--- src/rtl/common_pkg.sv ---
// Shared rename/dispatch types and sizing constants.
// Consumers may build with RENAME_FLUSH_EN to enable flush recovery.
package common_pkg;

    localparam int unsigned ARCH_REGS = 32;
    localparam int unsigned NUM_PREGS = 64;
    localparam int unsigned PREG_W    = $clog2(NUM_PREGS);
    localparam int unsigned FL_DEPTH  = NUM_PREGS - ARCH_REGS;
    localparam int unsigned AREG_W    = 5;

    typedef struct packed {
        logic [6:0]        opcode;
        logic [AREG_W-1:0] rs1;
        logic [AREG_W-1:0] rs2;
        logic [AREG_W-1:0] rd;
        logic              has_rd;
    } decode_packet_t;

    typedef struct packed {
        logic [6:0]        opcode;
        logic [PREG_W-1:0] p_src1;
        logic [PREG_W-1:0] p_src2;
        logic [PREG_W-1:0] p_dst;
        logic [PREG_W-1:0] p_old_dst;
        logic [AREG_W-1:0] arch_rd;
        logic              has_rd;
    } dispatch_packet_t;

    // x0 is hardwired, so it never consumes a physical tag.
    function automatic logic writes_reg(input logic has_rd, input logic [AREG_W-1:0] rd);
        return has_rd && (rd != '0);
    endfunction

endpackage

--- src/rtl/rename_stage_free_list.sv ---
// Circular FIFO of free physical tags, reset-filled with ARCH_REGS..NUM_PREGS-1.
// With RENAME_FLUSH_EN it tracks a retire head for flush recovery.
module free_list
    import common_pkg::*;
(
    input  logic              clk,
    input  logic              reset,
    input  logic              pop,
    output logic [PREG_W-1:0] pop_tag,
    input  logic              push,
    input  logic [PREG_W-1:0] push_tag,
`ifdef RENAME_FLUSH_EN
    input  logic              flush,
`endif
    output logic [PREG_W-1:0] count
);

    localparam int unsigned IDX_W = PREG_W - 1;
`ifdef RENAME_FLUSH_EN
    // Tail and retire head carry a wrap bit so a full list is distinguishable on restore.
    localparam int unsigned TAIL_W = PREG_W;
`else
    localparam int unsigned TAIL_W = IDX_W;
`endif

    logic [PREG_W-1:0] mem_q [FL_DEPTH];
    logic [IDX_W-1:0]  head_q, head_d;
    logic [TAIL_W-1:0] tail_q, tail_d;
    logic [PREG_W-1:0] count_q, count_d;
`ifdef RENAME_FLUSH_EN
    logic [TAIL_W-1:0] retire_q, retire_d;
`endif

    assign pop_tag = mem_q[head_q];
    assign count   = count_q;

    always_comb begin
        head_d  = head_q;
        tail_d  = tail_q;
        count_d = count_q + PREG_W'(push) - PREG_W'(pop);
        if (pop)  head_d = head_q + 1'b1;
        if (push) tail_d = tail_q + 1'b1;
`ifdef RENAME_FLUSH_EN
        retire_d = retire_q;
        if (push) retire_d = retire_q + 1'b1;
        if (flush) begin
            head_d  = retire_d[IDX_W-1:0];
            count_d = tail_d - retire_d;
        end
`endif
    end

    always_ff @(posedge clk or negedge reset) begin
        if (!reset) begin
            head_q  <= '0;
            tail_q  <= TAIL_W'(FL_DEPTH);
            count_q <= PREG_W'(FL_DEPTH);
`ifdef RENAME_FLUSH_EN
            retire_q <= '0;
`endif
        end else begin
            head_q  <= head_d;
            tail_q  <= tail_d;
            count_q <= count_d;
`ifdef RENAME_FLUSH_EN
            retire_q <= retire_d;
`endif
        end
    end

    always_ff @(posedge clk or negedge reset) begin
        if (!reset) begin
            for (int unsigned i = 0; i < FL_DEPTH; i++) begin
                mem_q[i] <= PREG_W'(ARCH_REGS + i);
            end
        end else if (push) begin
            mem_q[tail_q[IDX_W-1:0]] <= push_tag;
        end
    end

`ifndef SYNTHESIS
    overflow_a: assert property (@(posedge clk) disable iff (!reset)
        (push && !pop) |-> (count_q < PREG_W'(FL_DEPTH)));
`endif

endmodule

--- src/rtl/rename_stage.sv ---
// Register rename stage: speculative RAT + free list feeding one registered dispatch slot.
// Build with RENAME_FLUSH_EN to add the flush port, retirement RAT and restore path.
module rename_stage
    import common_pkg::*;
(
    input  logic                clk,
    input  logic                reset,
    input  logic                dec_valid,
    input  decode_packet_t      dec_pkt,
    output logic                dec_ready,
    output logic                rename_valid,
    output dispatch_packet_t    rename_pkt,
    input  logic                dispatch_ready,
    input  logic                commit_valid,
    input  logic                commit_has_rd,
    input  logic [AREG_W-1:0]   commit_arch_rd,
    input  logic [PREG_W-1:0]   commit_p_dst,
    input  logic [PREG_W-1:0]   commit_p_old
`ifdef RENAME_FLUSH_EN
    ,
    input  logic                flush
`endif
);

    logic [PREG_W-1:0] rat_q [ARCH_REGS];
    logic [PREG_W-1:0] rat_d [ARCH_REGS];
`ifdef RENAME_FLUSH_EN
    logic [PREG_W-1:0] rrat_q [ARCH_REGS];
    logic [PREG_W-1:0] rrat_d [ARCH_REGS];
`endif
    logic              rename_valid_q, rename_valid_d;
    dispatch_packet_t  rename_pkt_q, rename_pkt_d;
    logic              need_rd, accept, fl_push;
    logic [PREG_W-1:0] fl_tag, fl_count;

    assign need_rd      = writes_reg(dec_pkt.has_rd, dec_pkt.rd);
    assign fl_push      = commit_valid && commit_has_rd && (commit_arch_rd != '0);
    assign accept       = dec_valid && dec_ready;
    assign rename_valid = rename_valid_q;
    assign rename_pkt   = rename_pkt_q;

    always_comb begin
        dec_ready = reset && (!rename_valid_q || dispatch_ready) && (!need_rd || (fl_count != '0));
`ifdef RENAME_FLUSH_EN
        if (flush) dec_ready = 1'b0;
`endif
    end

    free_list u_free_list (
        .clk      (clk),
        .reset    (reset),
        .pop      (accept && need_rd),
        .pop_tag  (fl_tag),
        .push     (fl_push),
        .push_tag (commit_p_old),
`ifdef RENAME_FLUSH_EN
        .flush    (flush),
`endif
        .count    (fl_count)
    );

    always_comb begin
        rat_d          = rat_q;
        rename_valid_d = rename_valid_q;
        rename_pkt_d   = rename_pkt_q;
        if (accept) begin
            // Sources read rat_q, so rs==rd sees the mapping from before this write.
            rename_valid_d         = 1'b1;
            rename_pkt_d.opcode    = dec_pkt.opcode;
            rename_pkt_d.p_src1    = rat_q[dec_pkt.rs1];
            rename_pkt_d.p_src2    = rat_q[dec_pkt.rs2];
            rename_pkt_d.p_dst     = need_rd ? fl_tag : '0;
            rename_pkt_d.p_old_dst = need_rd ? rat_q[dec_pkt.rd] : '0;
            rename_pkt_d.arch_rd   = dec_pkt.rd;
            rename_pkt_d.has_rd    = dec_pkt.has_rd;
            if (need_rd) rat_d[dec_pkt.rd] = fl_tag;
        end else if (dispatch_ready) begin
            rename_valid_d = 1'b0;
            rename_pkt_d   = '0;
        end
`ifdef RENAME_FLUSH_EN
        rrat_d = rrat_q;
        if (fl_push) rrat_d[commit_arch_rd] = commit_p_dst;
        if (flush) begin
            rat_d          = rrat_d;
            rename_valid_d = 1'b0;
            rename_pkt_d   = '0;
        end
`endif
    end

    always_ff @(posedge clk or negedge reset) begin
        if (!reset) begin
            for (int unsigned i = 0; i < ARCH_REGS; i++) begin
                rat_q[i] <= PREG_W'(i);
`ifdef RENAME_FLUSH_EN
                rrat_q[i] <= PREG_W'(i);
`endif
            end
            rename_valid_q <= 1'b0;
            rename_pkt_q   <= '0;
        end else begin
            rat_q          <= rat_d;
`ifdef RENAME_FLUSH_EN
            rrat_q         <= rrat_d;
`endif
            rename_valid_q <= rename_valid_d;
            rename_pkt_q   <= rename_pkt_d;
        end
    end

`ifndef SYNTHESIS
    fresh_commit_tag_a: assert property (@(posedge clk) disable iff (!reset)
        fl_push |-> (commit_p_dst != commit_p_old));
`endif

endmodule

--- config.mk ---
export PLATFORM = sky130hd
export DESIGN_NAME = rename_stage
export DESIGN_NICKNAME = d
export VERILOG_FILES = /design/src/rtl/common_pkg.sv /design/src/rtl/rename_stage_free_list.sv /design/src/rtl/rename_stage.sv
export SDC_FILE = /design/constraint.sdc
export NUM_CORES = 1
export LEC_CHECK = 0
export ABC_AREA = 1
export CORE_ASPECT_RATIO = 1.2
export CORE_UTILIZATION = 40
export DETAILED_ROUTE_END_ITERATION = 10
export DONT_BUFFER_PORTS = 1
export SYNTH_ARGS = -nofsm -noshare
export SYNTH_HDL_FRONTEND = slang
export SYNTH_HIERARCHICAL = 1
export SYNTH_SLANG_ARGS = --single-unit
--- constraint.sdc ---
create_clock -name clk -period 3.6 [get_ports clk]
set_input_delay 1.08 -clock clk [delete_from_list [all_inputs] [get_ports clk]]
set_output_delay 1.08 -clock clk [all_outputs]
set_load 0.02 [all_outputs]
==> impl_metrics.json <==
{
  "vias_per_cell": 5.358,
  "grt_max_degree": 440,
  "cellPowerDensity_mw_per_mm2": 696.2,
  "critPathKind": "primary input to primary output",
  "cts_hold_buf": 0,
  "area_growth_pct": 9.325,
  "antenna_found_initial": 0,
  "clock_sink_count": 438,
  "final.period_utilization": 1.085,
  "syn_nets": 3695,
  "synth_cell_type_count": 36,
  "layout-drive-gt1-share": 0.1129,
  "post-cts-setup-buffers": 0,
  "rsz0062_at_grt": "false",
  "yosys_most_used_dff": "sky130_fd_sc_hd__dfrtp_1",
  "cp_data_required_time_ps": 2520,
  "groute.usage.overall": 0.2604,
  "worst-path-buf-inv": 1,
  "status": "finished, violations left",
  "yosys.area.top_type": "sky130_fd_sc_hd__dfrtp_1",
  "path_cells": "a21boi_0, nand2_1, inv_1",
  "gpl.final_weighted_congestion": 0.8927,
  "setup-violations-final": 1,
  "cp-end-kind": "primary output",
  "fin_setup_tns_ps": -304.7,
  "io_pins": 85,
  "cts_buffers": 49,
  "die_area_mm2": 0.06354,
  "portBuffers": 0,
  "post-route-worst-setup-slack_ps": -304.7,
  "placementRows": 100,
  "cts.reportedPaths.clkPinSlew_ps": 60,
  "drt_drc_violations_left": 0,
  "timing.max_slew.rel_slack": -0.3871,
  "detailroute.via_count": 23310,
  "htree_levels": 2,
  "final_antenna_net_count": 0,
  "synthesis.instances": 3637,
  "grt.overflow.total": 0,
  "yosysMostFrequentCell": "sky130_fd_sc_hd__nand2_1",
  "synth_top_area_cells": "sky130_fd_sc_hd__dfrtp_1 25%, sky130_fd_sc_hd__nand2_1 23%, sky130_fd_sc_hd__dfstp_2 20%, sky130_fd_sc_hd__nand3_1 9.3%, sky130_fd_sc_hd__o21ai_0 7.2%",
  "ant_cells": 0,
  "avgRoutedWirePerCell_um": 19.00,
  "initial_utilization": 0.4038,
  "cts.root.buffer_cell": "sky130_fd_sc_hd__clkbuf_16",
  "synth-seq-area-share": 0.4479,
  "power.static_leakage_nw": 13.06,
  "synth_top_cells_by_count": "1,565 x sky130_fd_sc_hd__nand2_1, 465 x sky130_fd_sc_hd__nand3_1, 358 x sky130_fd_sc_hd__o21ai_0",
  "syn_area_mm2": 0.02501,
  "cp_data_arrival_time_ps": 2820,
  "critical-path-slowest-cell": "sky130_fd_sc_hd__a21boi_0",
  "crit_path_max_fanout": 439,
  "synth_area_per_cell_um2": 6.877,
  "die_x_um": 230.3,
  "yosysWarningCount": 6,
  "edff_count_synth": 0,
  "dp_worst_setup_slack_ps": 333.9,
  "initialDrtViolationCount": 2470,
  "finalWirelength_um": 82660,
  "worst_pin_slew_ps": 2081,
  "cts-resized-gates": 0,
  "finalNetCount": 3552,
  "synth_seq_cells": 438,
  "failed_checks": "max-slew violations, negative setup slack",
  "core-area_mm2": 0.06193,
  "worst_clock_skew_ps": 44.70,
  "cts_tree": "done",
  "first_pass_grt_wire_length_um": 128900,
  "report.final.hold_viol_count": 0,
  "maxCapViolations": 0,
  "worst_setup_path_start_kind": "primary input",
  "first_pass_iters": 5,
  "grt_pass1_vias": 22250,
  "yosys.area.top_type_share": 0.2451,
  "final_period_minus_worst_setup_slack_ps": 3905,
  "vdd_ir_drop_max_mv": 0.9396,
  "vertical_extent_of_the_die_um": 275.9,
  "hpwlAfterDp_um": 49830,
  "clkLatencyLatePin_ps": 620,
  "cpPeakStageDelay_ps": 560,
  "crit_family": "compound AO/OA/AOI/OAI gates",
  "async_reset_ff_frac": 1.000,
  "timing.fmax_ghz": 0.2561,
  "clock_path_buffers": 3,
  "hold_path_class": "primary input to asynchronous set/reset pin",
  "final-max-slew-violation-count": 189
}
==> logic make-up (layout without fill, tap and decap cells) <==
kind of cell | after synthesis | in the layout | synth area share
AND/OR/NAND/NOR | 2161 | 2161 | 0.3546
XOR/XNOR | 12 | 12 | 0.004202
flip-flops | 438 | 438 | 0.4479
adder cells (fa/ha/maj) | 12 | 12 | 0.006303
buffers and inverters | 507 | 405 | 0.08324
AO/OA/AOI/OAI | 507 | 507 | 0.1038
==> metal layers <==
| metal | track usage | routed length [um] |
|---|---|---|
| met2 | 0.4428 | 39620 |
| met3 | 0.03140 | 5133 |
| met5 | 0 | 0 |
| met4 | 0.1337 | 4296 |
| met1 | 0.3262 | 33610 |
==> final cells by class <==
| class | count | area (um2) |
|---|---|---|
| multi-input cells | 2692 | 11740 |
| inverters | 253 | 949.7 |
| clock inverters | 33 | 454.2 |
| repair buffers | 60 | 663.1 |
| flip-flops and latches | 438 | 11210 |
| clock buffers | 59 | 1315 |
| well taps | 816 | 1021 |
| fillers | 6436 | 34590 |
==> sequential cells by signal, indices dropped and copies added, names as in the netlist <==
name and flops:
rename_pkt 37, u_free_list/tail_q 5, u_free_list/head_q 5, rat_q 192, u_free_list/mem_q 192, rename_valid 1
u_free_list/count 6
==> path summary, 6_finish.rpt <==
kind,startpoint,depth (start not counted),to,slack (ps)
hold reg to reg,rat_q[188],0,rat_q[188],430
setup reg to reg,u_free_list/head_q[0],13,rat_q[167],910
hold / removal,reset,0,rat_q[37],200
max in group asynchronous,reset,0,rat_q[18],1770
setup / recovery,reset,3,dec_ready,-300
min in group clk,rat_q[188],0,rat_q[188],430
==> report_power, final <==
group	switching (W)	leakage (nW)	internal, W
combinational	0.00423	7.11	0.00194
sequential	0.000884	5.07	0.00642
clock	0.00223	0.880	0.00334
total	0.00734	13.1	0.0117
==> placed cells by master, fill, tap and decap left out, drive strengths merged <==
master	Yosys	final
a21boi	1	1
a21oi	57	57
and2	1	1
buf	116	60
bufinv	0	10
clkbuf	138	59
clkinv	2	20
clkinvlp	0	1
dfrtp	245	245
dfstp	193	193
fa	1	1
ha	11	11
inv	251	255
nand2	1566	1566
nand3	465	465
nand4	5	5
nor2	114	114
nor3	9	9
o211ai	8	8
o21ai	434	434
o21bai	1	1
o22ai	5	5
o311ai	1	1
or3	1	1
xnor2	1	1
xor2	11	11
==> worst reg2reg max path: cells and delay by family (launching register included) <==
kind,cells,cell delay (ps)
buffers and inverters,5,1320
DFF,1,600
and+or+nand+nor,6,490
AOI/OAI and AO/OA,2,150
==> per-stage QoR <==
stage | hold slack, ps | instances | power (W) | util | instance area (um2)
after global routing | 187.0 | 4351 | 0.02014 | 0.4415 | 27340
after floorplan | 451.5 | 3637 | 0.01121 | - | 25010
after CTS | 190.1 | 4351 | 0.01912 | 0.4415 | 27340
final | 204.8 | 4351 | 0.01904 | 0.4415 | 27340
after detailed placement | 411.8 | 4259 | 0.01349 | 0.4129 | 25570
after global placement | 417.9 | 4259 | 0.01340 | 0.4129 | 25570
Note: power is estimated with default switching activity, not from simulation.
